==> config.mk <==
export PLATFORM = sky130hd
export DESIGN_NAME = elastic_fifo
export DESIGN_NICKNAME = d
export VERILOG_FILES = /design/src/rtl/elastic_fifo.sv
export SDC_FILE = /design/constraint.sdc
export NUM_CORES = 1
export LEC_CHECK = 0
export CORE_MARGIN = 2
export CORE_UTILIZATION = 50
export CTS_BUF_LIST = sky130_fd_sc_hd__clkbuf_16
export DETAILED_ROUTE_END_ITERATION = 6
export PLACE_DENSITY = 0.79
export REMOVE_ABC_BUFFERS = 1
export SETUP_SLACK_MARGIN = 0.3
export SYNTH_ARGS = -nofsm -noshare
export SYNTH_HDL_FRONTEND = slang
export SYNTH_SLANG_ARGS = --single-unit
==> constraint.sdc <==
create_clock -name clk_i -period 5.07 [get_ports clk_i]
set_input_delay 0.507 -clock clk_i [delete_from_list [all_inputs] [get_ports clk_i]]
set_output_delay 0.507 -clock clk_i [all_outputs]
set_load 0.05 [all_outputs]
==> src/rtl/elastic_fifo.sv <==
// Multi-entry elastic buffer: valid/ready on the enqueue side, valid/yumi on the
// dequeue side, first-word fall-through head, occupancy count and synchronous flush.
module elastic_fifo #(
    parameter int width_p = 10,
    parameter int depth_p = 4
) (
    input  logic                         clk_i,
    input  logic                         reset_i,
    input  logic                         clear_i,
    input  logic [width_p-1:0]           data_i,
    input  logic                         valid_i,
    output logic                         ready_o,
    output logic                         valid_o,
    output logic [width_p-1:0]           data_o,
    input  logic                         yumi_i,
    output logic [$clog2(depth_p+1)-1:0] count_o
);

    localparam int ptr_w_lp = $clog2(depth_p);
    localparam int cnt_w_lp = $clog2(depth_p + 1);
    localparam logic [ptr_w_lp-1:0] last_ptr_lp = ptr_w_lp'(depth_p - 1);
    localparam logic [cnt_w_lp-1:0] full_cnt_lp = cnt_w_lp'(depth_p);

    logic [width_p-1:0]  mem [depth_p];
    logic [ptr_w_lp-1:0] rd_ptr_reg, rd_ptr_next;
    logic [ptr_w_lp-1:0] wr_ptr_reg, wr_ptr_next;
    logic [cnt_w_lp-1:0] count_reg, count_next;
    logic                enq, deq;

    // Explicit wrap so that non-power-of-two depths index correctly.
    function automatic logic [ptr_w_lp-1:0] ptr_inc(input logic [ptr_w_lp-1:0] p);
        return (p == last_ptr_lp) ? '0 : p + ptr_w_lp'(1);
    endfunction

    assign enq = valid_i & ready_o;
    assign deq = yumi_i & valid_o;

    always_comb begin
        rd_ptr_next = rd_ptr_reg;
        wr_ptr_next = wr_ptr_reg;
        count_next  = count_reg;
        if (clear_i) begin
            rd_ptr_next = '0;
            wr_ptr_next = '0;
            count_next  = '0;
        end else begin
            if (enq) wr_ptr_next = ptr_inc(wr_ptr_reg);
            if (deq) rd_ptr_next = ptr_inc(rd_ptr_reg);
            case ({enq, deq})
                2'b10:   count_next = count_reg + cnt_w_lp'(1);
                2'b01:   count_next = count_reg - cnt_w_lp'(1);
                default: count_next = count_reg;
            endcase
        end
    end

    always_ff @(posedge clk_i or posedge reset_i) begin
        if (reset_i) begin
            rd_ptr_reg <= '0;
            wr_ptr_reg <= '0;
            count_reg  <= '0;
        end else begin
            rd_ptr_reg <= rd_ptr_next;
            wr_ptr_reg <= wr_ptr_next;
            count_reg  <= count_next;
        end
    end

    // Storage is never reset; a flushed write is harmless but suppressed anyway.
    always_ff @(posedge clk_i) begin
        if (enq && !clear_i) mem[wr_ptr_reg] <= data_i;
    end

    assign ready_o = (count_reg != full_cnt_lp);
    assign valid_o = (count_reg != '0);
    assign data_o  = mem[rd_ptr_reg];
    assign count_o = count_reg;

endmodule

After elaboration in Yosys (flattened, before gate mapping). Memories as Yosys holds them, arrays and structs flattened. Cells that the tools add are included.

Flip-flop bits (word level): 7. RAM bits: 40. Bits of input ports: 15. Word-level logic and storage cells: 31. Memories: 1.

$add $sub $neg: 4. Eq/ne operators: 5. Multiplexer cells: 10. Bitwise gates (word level): 2. Reduce and logical (&&, ||, !) cells: 6.

Memories: mem (words 4, bits a word 10, read ports 1, clocked after Yosys merged registers in 0, write ports 1, line 24) `logic [width_p-1:0] mem [depth_p];`.

Operator list (number): two-way mux 2 bit (6); equality test 2 bit (second input constant) (3); one-hot mux 3 bit (2 select lines) (1); nonzero test 3 bit (2); adder 2 x 1 -> 2 bit (second input constant) (2); nonzero test 2 bit (2); adder 3 x 1 -> 3 bit (second input constant) (1); two-way mux 3 bit (1); inequality test 3 bit (second input constant) (1); subtractor 3 x 1 -> 3 bit (second input constant) (1); bitwise AND 1 bit (2); equality test 2 x 1 -> 1 bit (second input constant) (1); two-way mux 1 bit (2); logical AND 1 bit (1); logical NOT 1 bit (1).

Longest topological paths before layout. Gate-level depths: netlist (run 1).

Word-level depth: 5. Mapped depth: 7. Mapped depth without buffers: 6.

Least setup slack after synthesis (run 1). No wires, ideal clock.

Path type: register -> register. Start point: register count_reg[1], in the netlist count_o[1]. End point: register count_reg[1], in the netlist count_o[1]. Library setup time: 0.094 ns. Arrival: 2.000 ns. Data required time: 4.976 ns. Slack: 2.976 ns. Stages on the path, launching flop included: 7. Path buffers: 1. Period minus slack after synthesis: 2.094 ns. Cell sequence: dfrtp_1 buf_2 o31ai_2 a21oi_1 fa_1 o2111ai_1 a211oi_1.

Word-level cells in the longest chain between the ends: 5. Elaborated cells between the ends (all ways): 11.

RTL lines: start: declaration (line 27) `logic [cnt_w_lp-1:0] count_reg, count_next;`; start signal: assignment (line 65) `count_reg <= count_next;`; inequality test 3 bit or nonzero test 3 bit (tied branches) (line 74, 75); bitwise AND 1 bit (on tied branches) (line 35, 36); equality test 2 x 1 -> 1 bit or equality test 2 bit (tied branches) (line 49) `case ({enq, deq})`; one-hot mux 3 bit (2 select lines) (line 49); two-way mux 3 bit (line 42) `if (clear_i) begin`.

Several ways; a longest one is shown, not always the timed one. A chain may end at the register's enable or synchronous reset.

Worst setup path in the final report (run 1).
Start point: register rd_ptr_reg[0]. End point: output data_o[3].

Word-level cells in the longest chain between the ends: 1.

RTL lines: start: declaration (line 25) `logic [ptr_w_lp-1:0] rd_ptr_reg, rd_ptr_next;`; start signal: assignment (line 63) `rd_ptr_reg <= rd_ptr_next;`; memory (4 x 10 bit); end: declaration (line 14) `output logic [width_p-1:0] data_o,`.

No other way between the ends.

==> out/results.ini, run 1 <==
[placement]
io_buffers = 29
place.gp.congestion = 0.8039
dpl_worst_slack_ns = 2.380
dp_hpwl_mm = 2.371

[layout]
areaGrowthSynthToFinish_pct = 21.25
largest_register_ffs = 40
final_nets = 167
multi_input_area_um2 = 605.6
num_antenna_cells = 0
regMostFlops = mem
seq_area_um2 = 1376
n_fill_cell = 290
drive_above_1_share_pct = 17.57

[worst_setup_path]
setup.worst_path.end_class = output port
cp_cell_sequence = mux4_2, clkdlybuf4s50_1
startpoint_type = flip-flop
cp.arrival_ns = 2.42
critPathKind = reg2out
crit_slowest_cell = dfrtp_1
required_ns = 4.56
slowest_delay_ns = 0.82
critPathMaxFanout = 12

[sta]
rsz0062_at_grt = no
tightest_slew_ns = 0.7371
drv_slew = 0
hold_violations = 0
setup_ws_ns = 2.142
finalCritPeriodShare_pct = 57.74
final.setup.tns_ns = 0
maxSlewHeadroom_pct = 50.86
fmax_ghz = 0.3416
holdWs_ns = 0.4522
fin_worst_skew_ns = 0.005765
setup_viol = 0
post-route-min-period_ns = 2.928

[synthesis]
synth_edf_count = 40
ys.flop_type = edfxtp_1
ys_warn_count = 0
synth_top_area_share_pct = 58.11
async_reset_ff_share_pct = 14.89
syn_inst = 119
yosysUniqueCellTypes = 37
synth.cell_area_um2 = 2067
synth_area_leaders = edfxtp_1 (58%), mux4_2 (11%), dfrtp_1 (8.5%)
syn_area_per_cell_um2 = 17.37
ys_seq_elements = 47
yosys.area.top_type = edfxtp_1
seq_area_frac_synth_pct = 66.59

[clocking]
cts_tree = built
clock_latency_ns = 0.28
cts_buffers = 5
postCtsHoldBufs = 0
cts_sinks = 47
clock_path_buffers = 2
post_cts_resized = 0
cts_setup_buffers = 0
root_buffer = clkbuf_16
htree_levels = 2
clkTransAtPathRegs_ns = 0.06

[global_route]
use_met1_pct = 20.87
grt_use_met2_pct = 29.61
grt_busiest_layer = met2
grt_max_degree = 16
grt_pass1_vias = 1103
grt_use_total_pct = 17.38
grt_pass1_wl_mm = 5.547
grt_overflow = 0
grtUsageMet3_pct = 3.947
antenna_found_initial = 0

[die]
num_rows = 23
fp.coreArea_um2 = 4000
die_h_um = 68.30
io_pins = 30
fp.dieArea_um2 = 4664
initial_utilization_pct = 51.67
die_x_um = 68.30

[power_and_ir_drop]
powerDensity_nw_per_um2 = 465.0
power_mw = 1.165
peakVddDrop_mv = 0.2317
power_leakage_nw = 0.8382

[detailed_routing]
routedWlPerCell_um = 17.61
ant_nets = 0
vias = 1110
wl_mm = 3.487
drcViolationCount = 0
drtIter0Drc = 49
drtPass1Iterations = 4
viasPerCell = 5.606

[min_path]
hold_path.class = in2async

[outcome]
outcome = completed

[run]
max_cap_violations = 0

path summary, 6_finish.rpt:
kind	startpoint	to	slack [ns]	cells past startpoint
max	rd_ptr_reg[0]	data_o[3]	2.14	2
min	reset_i	rd_ptr_reg[1]	0.45	2
max reg2reg	count_o[0]	count_o[1]	3.06	5
min reg2reg	wr_ptr_reg[1]	wr_ptr_reg[1]	0.61	2
max in group asynchronous	reset_i	rd_ptr_reg[0]	4.40	2
min in group clk_i	wr_ptr_reg[1]	wr_ptr_reg[1]	0.61	2
cell usage after synthesis (2+ instances only):
library cell  count
inv_1             5
buf_4             3
edfxtp_1         40
nand2b_1          2
nor2_1            3
and2_1            5
mux4_2           10
a21oi_1           4
inv_2             2
ha_1              4
nand3_1           4
dfrtp_1           7
buf_6             2
buf_2             2
o21ai_1           3
xor2_1            2
per-layer routing:
metal / routed length, µm / vias up
li1: - / 514
met5: 0 / -
met3: 170 / 3
met1: 1437 / 560
met4: 41 / 0
met2: 1838 / 33
kinds of logic (layout without fill, tap and decap cells):
family | count (synthesis) | count (layout) | synth area share, %
buffers and inverters | 15 | 44 | 4.116
xor gates and xnor gates | 3 | 3 | 1.271
DFF | 47 | 47 | 66.59
and+or+nand+nor | 22 | 22 | 7.325
muxes | 10 | 10 | 10.90
adders and majority gates | 5 | 5 | 3.390
AOI/OAI and AO/OA | 17 | 17 | 6.417
metrics by stage:
| step | std cells | utilization, % | instance area, µm² |
|---|---|---|---|
| 6_report | 198 | 62.65 | 2506 |
| 5_1_grt | 198 | 62.65 | 2506 |
| 4_1_cts | 198 | 62.65 | 2506 |
| 3_5_place_dp | 190 | 59.02 | 2361 |
| 3_3_place_gp | 190 | 59.02 | 2361 |
| 2_1_floorplan | 111 | - | 2008 |
area by class of cell:
cell class,count,area share (%)
Multi-Input combinational cell,57,24.16
Tap cell,50,2.496
Timing Repair Buffer,29,11.58
Clock buffer,5,4.993
Sequential cell,47,54.92
Clock inverter,3,0.7988
Inverter,7,1.048
layout by cell type (no fill, tap or decap):
master	Yosys	final
inv_1	5	5
xor2_1	2	2
nand3b_1	1	1
nor3b_2	1	1
edfxtp_1	40	40
o21ai_0	1	1
ha_1	4	4
o311ai_2	1	1
clkinv_4	0	1
clkdlybuf4s50_1	0	29
a21oi_1	4	4
o21ai_1	3	3
and2_1	5	5
nor3_2	1	1
nand3_1	4	4
xnor2_1	1	1
a211oi_1	1	1
o22ai_1	1	1
o21a_1	1	1
or2_1	1	1
or3_1	1	1
or2_2	1	1
dfrtp_1	7	7
nor3b_4	1	1
o31ai_2	1	1
or3b_1	1	1
clkinv_1	0	1
mux4_2	10	10
nand2b_1	2	2
a221oi_1	1	1
inv_2	2	2
nor2_1	3	3
o2111ai_1	1	1
a311oi_1	1	1
clkbuf_16	0	5
clkinvlp_4	0	1
fa_1	1	1
o41ai_2	1	1
critical path: cells and delay by family, from the launching register on:
kind | cells | cell delay (ns)
buffers and inverters | 1 | 0.71
DFF | 1 | 0.82
muxes | 1 | 0.61
power breakdown:
group | switching [mW] | internal (mW) | total, mW
clock network | 0.130 | 0.181 | 0.311
logic | 0.206 | 0.149 | 0.355
registers | 0.0543 | 0.445 | 0.500
total | 0.390 | 0.776 | 1.17
Note: power is estimated with default switching activity, not from simulation.
==> inputs of run 2 (changes only) <==
- CORE_UTILIZATION: 50 -> 48
- PLACE_DENSITY: 0.79 -> 0.8
- clock period: 5.07 -> 2.49 ns (I/O delays scaled with it)
==> run 2 against run 1 <==
  * Flip-flop and latch count unchanged
  * Core utilization shrank 0.77 points
  * Design area is 0.90% higher
  * First-iteration DRC count up 130%
  * Cell count increased by 2.0%
  * Clock skew fell by 0.0016 ns
  * Critical endpoint is now count_o[0]
  * Largest cell class unchanged
  * Highest routed layer unchanged
==> out/results.ini, run 2 (synthesis gave the netlist of run 1 again) <==
[layout]
drive_above_1_share_pct = 26.97  ; was 17.57%
largest_register_ffs = 40  ; unchanged
areaGrowthSynthToFinish_pct = 22.34  ; was 21.25%
post-route-cell-area_um2 = 2529  ; was 2506 µm²
final_cell_mix = edfxtp_1 (40), clkdlybuf4s50_1 (17), buf_4 (14)  ; was edfxtp_1 (40), clkdlybuf4s50_1 (29), mux4_2 (10)
final_nets = 171  ; was 167
regMostFlops = mem  ; unchanged
final_common_cell = edfxtp_1  ; unchanged
num_antenna_cells = 0  ; unchanged

[worst_setup_path]
required_ns = 2.24  ; was 4.56 ns
worstReg2RegEnd = count_o[1]  ; unchanged
path_buf_inv = 1  ; unchanged
rrSetupSlack_ns = 0.52  ; was 3.06 ns
cp.arrival_ns = 1.85  ; was 2.42 ns
slowest_delay_ns = 0.90  ; was 0.82 ns
crit_slowest_cell = clkdlybuf4s50_1  ; was dfrtp_1
ff2ff_path_depth = 5  ; unchanged
setup.worst_path.end_class = output port  ; unchanged
r2r-start = count_o[0]  ; unchanged
critPathKind = reg2out  ; unchanged
cp_cell_sequence = clkdlybuf4s50_1  ; was mux4_2, clkdlybuf4s50_1
startpoint_type = flip-flop  ; unchanged
cpLargestDelayFamily = buffers and inverters  ; was flip-flops
critPathMaxFanout = 13  ; was 12

[clocking]
htree_levels = 2  ; unchanged
root_buffer = clkbuf_16  ; unchanged
clock_path_buffers = 2  ; unchanged
cts_setup_buffers = 0  ; unchanged
clkTransAtPathRegs_ns = 0.06  ; about the same
cts_buffers = 5  ; unchanged
cts_sinks = 47  ; unchanged
cts_tree = built  ; unchanged
clock_latency_ns = 0.28  ; about the same

[run]
max_cap_violations = 0  ; unchanged

[detailed_routing]
drtPass1Iterations = 4  ; unchanged
viasPerCell = 5.525  ; was 5.606
routedWlPerCell_um = 17.38  ; was 17.61 µm
drcViolationCount = 0  ; unchanged
vias = 1116  ; was 1,110
wl_mm = 3.510  ; was 3.487 mm
drtIter0Drc = 115  ; was 49
ant_nets = 0  ; unchanged

[global_route]
antenna_found_initial = 0  ; unchanged
grt_pass1_vias = 1174  ; was 1,103
grt_max_degree = 15  ; was 16
grt_use_total_pct = 16.05  ; was 17.38%
grt_pass1_wl_mm = 5.899  ; was 5.547 mm
grt_overflow = 0  ; unchanged

[sta]
maxSlewHeadroom_pct = 64.17  ; was 50.86%
finalCritPeriodShare_pct = 84.36
setup_viol = 0  ; unchanged
fmax_ghz = 0.4761
fin_worst_skew_ns = 0.004142  ; was 0.005765 ns
rsz0062_at_grt = no  ; unchanged
final.setup.tns_ns = 0  ; unchanged
hold_violations = 0  ; unchanged
tightest_slew_ns = 0.5374  ; was 0.7371 ns
post-route-min-period_ns = 2.101
drv_slew = 0  ; unchanged

[min_path]
hold_path.class = in2async  ; unchanged

[die]
die_x_um = 69.62  ; was 68.30 µm
die_h_um = 69.62  ; was 68.30 µm
fp.coreArea_um2 = 4086  ; was 4000 µm²
io_pins = 30  ; unchanged
initial_utilization_pct = 50.58  ; was 51.67%
num_rows = 23  ; unchanged
fp.dieArea_um2 = 4847  ; was 4664 µm²

[placement]
post_dp_cell_area_um2 = 2366  ; was 2361 µm²
place.gp.congestion = 0.7861  ; was 0.8039
io_buffers = 29  ; unchanged
dp_hpwl_mm = 2.426  ; was 2.371 mm

[power_and_ir_drop]
powerDensity_nw_per_um2 = 963.8  ; was 465.0 nW/µm²
peakVddDrop_mv = 0.6199  ; was 0.2317 mV
power_leakage_nw = 0.8799  ; was 0.8382 nW

[outcome]
outcome = completed  ; unchanged

run 2: timing repair:
action,in CTS,in global routing
endpoints found under the setup margin,2,10
hold buffers,0,0
resized for setup,2,1
cloned,0,0
run 2: where the power goes:
part	leakage, nW	switching (mW)	internal, mW	total (mW)
Sequential	0.456	0.109	0.908	1.02
Clock	0.0812	0.247	0.467	0.714
Combinational	0.343	0.421	0.284	0.705
Total	0.880	0.777	1.66	2.44
run 2: layout make-up:
class | count | area (µm²)
Sequential cell | 47 | 1378
Inverter | 7 | 26.28
Multi-Input combinational cell | 57 | 605.6
Fill cell | 305 | 1558
Clock buffer | 5 | 125.1
Clock inverter | 3 | 38.79
Timing Repair Buffer | 33 | 292.8
Tap cell | 50 | 62.56
run 2: how the worst max path moves through the flow:
stage,end,startpoint,cells past startpoint,slack [ns]
after floorplan,count_o[1],count_o[0],5,0.43
after global placement,count_o[1],valid_i,6,0.50
after detailed placement,count_o[1],valid_i,6,0.41
after CTS,data_o[8],rd_ptr_reg[0],2,0.31
after global routing,count_o[0],count_o[0],1,0.31
final,count_o[0],count_o[0],1,0.39
run 2: routing by layer:
layer / GRT usage (%) / vias up / part of all wire, % / routed length, µm
met5: 0 / - / 0 / 0
met4: 7.051 / 0 / 1.4 / 49
met3: 4.215 / 4 / 3.7 / 131
met2: 27.14 / 35 / 53 / 1848
met1: 19.41 / 556 / 42 / 1481
li1: - / 521 / - / -
run 2: metrics by stage:
stage                     cells  utilization, %  hold slack, ns  power [mW]  worst slack (ns)
final                       202           61.88          0.1989       2.437            0.3895
after global routing        202           61.88          0.2212       2.541            0.3082
after CTS                   202           61.85          0.2035       2.460            0.3096
after detailed placement    194           57.90          0.5034       1.756            0.4082
after global placement      194           57.90          0.4981       1.732            0.5024
after floorplan             111               -         0.05240       1.517            0.4285
run 2: worst register-to-register path, cell delays in order (launching register included):
cell and delay (ns):
dfrtp_1 0.56, o31ai_2 0.37, a21oi_1 0.10, fa_1 0.52, o2111ai_1 0.11, a211oi_1 0.23
==> inputs of run 3 (changes only) <==
- clock period: 2.49 -> 1.73 ns (I/O delays scaled with it)
==> run 3 against run 2 <==
  * Critical path type is now reg2reg
  * Routed wire length grew 49%
  * Highest routed layer unchanged
  * First-iteration DRC count shrank 16%
  * Largest cell class unchanged
  * The run now ends with negative setup slack left
  * Worst setup slack lost 0.48 ns
  * Sequential power grew 34%
  * Count of clock-buffer cells in the layout is the same
==> out/results.ini, run 3 (synthesis gave the netlist of run 1 again) <==
[min_path]
hold_path.class = in2async  ; unchanged

[clocking]
cts_tree = built  ; unchanged
root_buffer = clkbuf_16  ; unchanged
clock_path_buffers = 2  ; unchanged
clkTransAtPathRegs_ns = 0.06  ; about the same
clock_latency_ns = 0.29  ; was 0.28 ns
htree_levels = 2  ; unchanged
cts_buffers = 5  ; unchanged
cts_sinks = 47  ; unchanged

[die]
fp.dieArea_um2 = 4847  ; unchanged
fp.coreArea_um2 = 4086  ; unchanged
die_h_um = 69.62  ; unchanged
num_rows = 23  ; unchanged
initial_utilization_pct = 50.58  ; unchanged
io_pins = 30  ; unchanged
die_x_um = 69.62  ; unchanged

[worst_setup_path]
critPathKind = reg2reg  ; was reg2out
required_ns = 1.93  ; was 2.24 ns
cp_cell_sequence = o31ai_4, a21oi_2, fa_2, o2111ai_2, a211oi_2  ; was clkdlybuf4s50_1
critPathMaxFanout = 4  ; was 13
worstReg2RegEnd = count_o[1]  ; unchanged
startpoint_type = flip-flop  ; unchanged
cp.arrival_ns = 2.02  ; was 1.85 ns
slowest_delay_ns = 0.57  ; was 0.90 ns
r2r-start = count_o[1]  ; was count_o[0]
setup.worst_path.start = count_o[1]  ; was count_o[0]
ff2ff_path_depth = 5  ; unchanged
crit_slowest_cell = fa_2  ; was clkdlybuf4s50_1
rrSetupSlack_ns = -0.09  ; was 0.52 ns
setup.worst_path.end_class = flip-flop  ; was output port

[detailed_routing]
wl_mm = 5.244  ; was 3.510 mm
viasPerCell = 5.658  ; was 5.525
vias = 1358  ; was 1,116
drcViolationCount = 0  ; unchanged
drtIter0Drc = 97  ; was 115
ant_nets = 0  ; unchanged
routedWlPerCell_um = 21.85  ; was 17.38 µm
drtPass1Iterations = 5  ; was 4

[placement]
dpl_worst_slack_ns = -0.07461  ; was 0.4082 ns
place.gp.congestion = 0.8426  ; was 0.7861
dp_hpwl_mm = 2.630  ; was 2.426 mm
post_dp_cell_area_um2 = 2524  ; was 2366 µm²
io_buffers = 29  ; unchanged

[layout]
largest_register_ffs = 40  ; unchanged
num_antenna_cells = 0  ; unchanged
final_common_cell = edfxtp_1  ; unchanged
drive_above_1_share_pct = 52.11  ; was 26.97%
final_nets = 209  ; was 171
final_cell_mix = edfxtp_1 (40), buf_6 (18), buf_4 (16)  ; was edfxtp_1 (40), clkdlybuf4s50_1 (17), buf_4 (14)
areaGrowthSynthToFinish_pct = 55.33  ; was 22.34%
post-route-cell-area_um2 = 3211  ; was 2529 µm²
n_fill_cell = 195  ; was 305
regMostFlops = mem  ; unchanged

[global_route]
grt_use_total_pct = 21.90  ; was 16.05%
grt_pass1_vias = 1472  ; was 1,174
antenna_found_initial = 0  ; unchanged
grt_max_degree = 15  ; unchanged
grt_pass1_wl_mm = 7.810  ; was 5.899 mm
grt_overflow = 0  ; unchanged

[power_and_ir_drop]
powerDensity_nw_per_um2 = 1321  ; was 963.8 nW/µm²
peakVddDrop_mv = 0.8995  ; was 0.6199 mV
power_leakage_nw = 1.194  ; was 0.8799 nW

[sta]
fin_worst_skew_ns = 0.006066  ; was 0.004142 ns
tightest_slew_ns = 0.3911  ; was 0.5374 ns
final.setup.tns_ns = -1.013  ; was 0 ns
post-route-min-period_ns = 1.823
setup_viol = 17  ; was 0
setup_ws_ns = -0.09293  ; was 0.3895 ns
drv_slew = 0  ; unchanged
hold_violations = 0  ; unchanged
rsz0062_at_grt = yes  ; was no
maxSlewHeadroom_pct = 73.65  ; was 64.17%
fmax_ghz = 0.5486
holdWs_ns = 0.1528  ; was 0.1989 ns
finalCritPeriodShare_pct = 105.4

[outcome]
violations = negative setup slack
outcome = finished with violations  ; was completed

[run]
max_cap_violations = 0  ; unchanged

==> run 3: cell types whose count changed in the layout (fill, tap and decap cells not counted), sizes merged <==
| cell | previous run | this run |
|---|---|---|
| buf | 14 | 56 |
| clkdlybuf4s50 | 17 | 14 |
| dlygate4sd2 | 2 | 0 |
| bufinv | 1 | 0 |
| clkbuf | 5 | 6 |
| clkinv | 2 | 3 |
==> run 3: what timing repair did <==
item,4_1_cts,5_1_grt
pin swaps,14,3
gates resized for setup,55,10
cloned,4,1
setup endpoints to repair,54,61
buffers inserted,21,1
hold buffers,0,0
==> run 3: worst max path at each step <==
stage | endpoint | cells after the start
2_1_floorplan | count_o[1] | 5
3_3_place_gp | count_o[1] | 5
3_5_place_dp | count_o[1] | 5
4_1_cts | data_o[4] | 3
5_1_grt | count_o[1] | 5
6_report | count_o[1] | 5
==> run 3: per-layer routing <==
| metal | up-vias | GRT usage (%) | routed length, µm |
|---|---|---|---|
| met2 | 51 | 36.11 | 2825 |
| met4 | 0 | 12.39 | 188 |
| li1 | 602 | - | - |
| met5 | - | 0 | 0 |
| met1 | 688 | 27.32 | 2041 |
| met3 | 17 | 3.924 | 188 |
==> run 3: power breakdown <==
part / total (mW) / leakage [nW] / internal [mW] / switching (mW)
clock: 0.919 / 0.0733 / 0.527 / 0.392
combinational: 1.95 / 0.665 / 0.987 / 0.962
sequential: 1.37 / 0.456 / 1.31 / 0.0663
total: 4.24 / 1.19 / 2.82 / 1.42
==> run 3: metrics by stage <==
stage	cells	utilization, %	total power [mW]
after global placement	205	61.76	2.621
after detailed placement	205	61.76	2.656
after CTS	238	76.45	4.047
after floorplan	111	-	2.184
final	240	78.57	4.243
after global routing	240	78.57	4.380
==> run 3: critical path: cells and delay by family (launching register included) <==
kind,cells,cell delay [ns]
flops,1,0.45
fa+ha+maj,1,0.57
compound gates,4,0.72
==> run 3: final cells by class <==
class | instances | area (µm²) | area share, %
Tap cell | 50 | 62.56 | 1.949
Clock inverter | 3 | 15.01 | 0.4677
Sequential cell | 47 | 1378 | 42.91
Timing Repair Buffer | 71 | 913.4 | 28.45
Multi-Input combinational cell | 57 | 688.2 | 21.43
Clock buffer | 5 | 125.1 | 3.897
Inverter | 7 | 28.78 | 0.8963
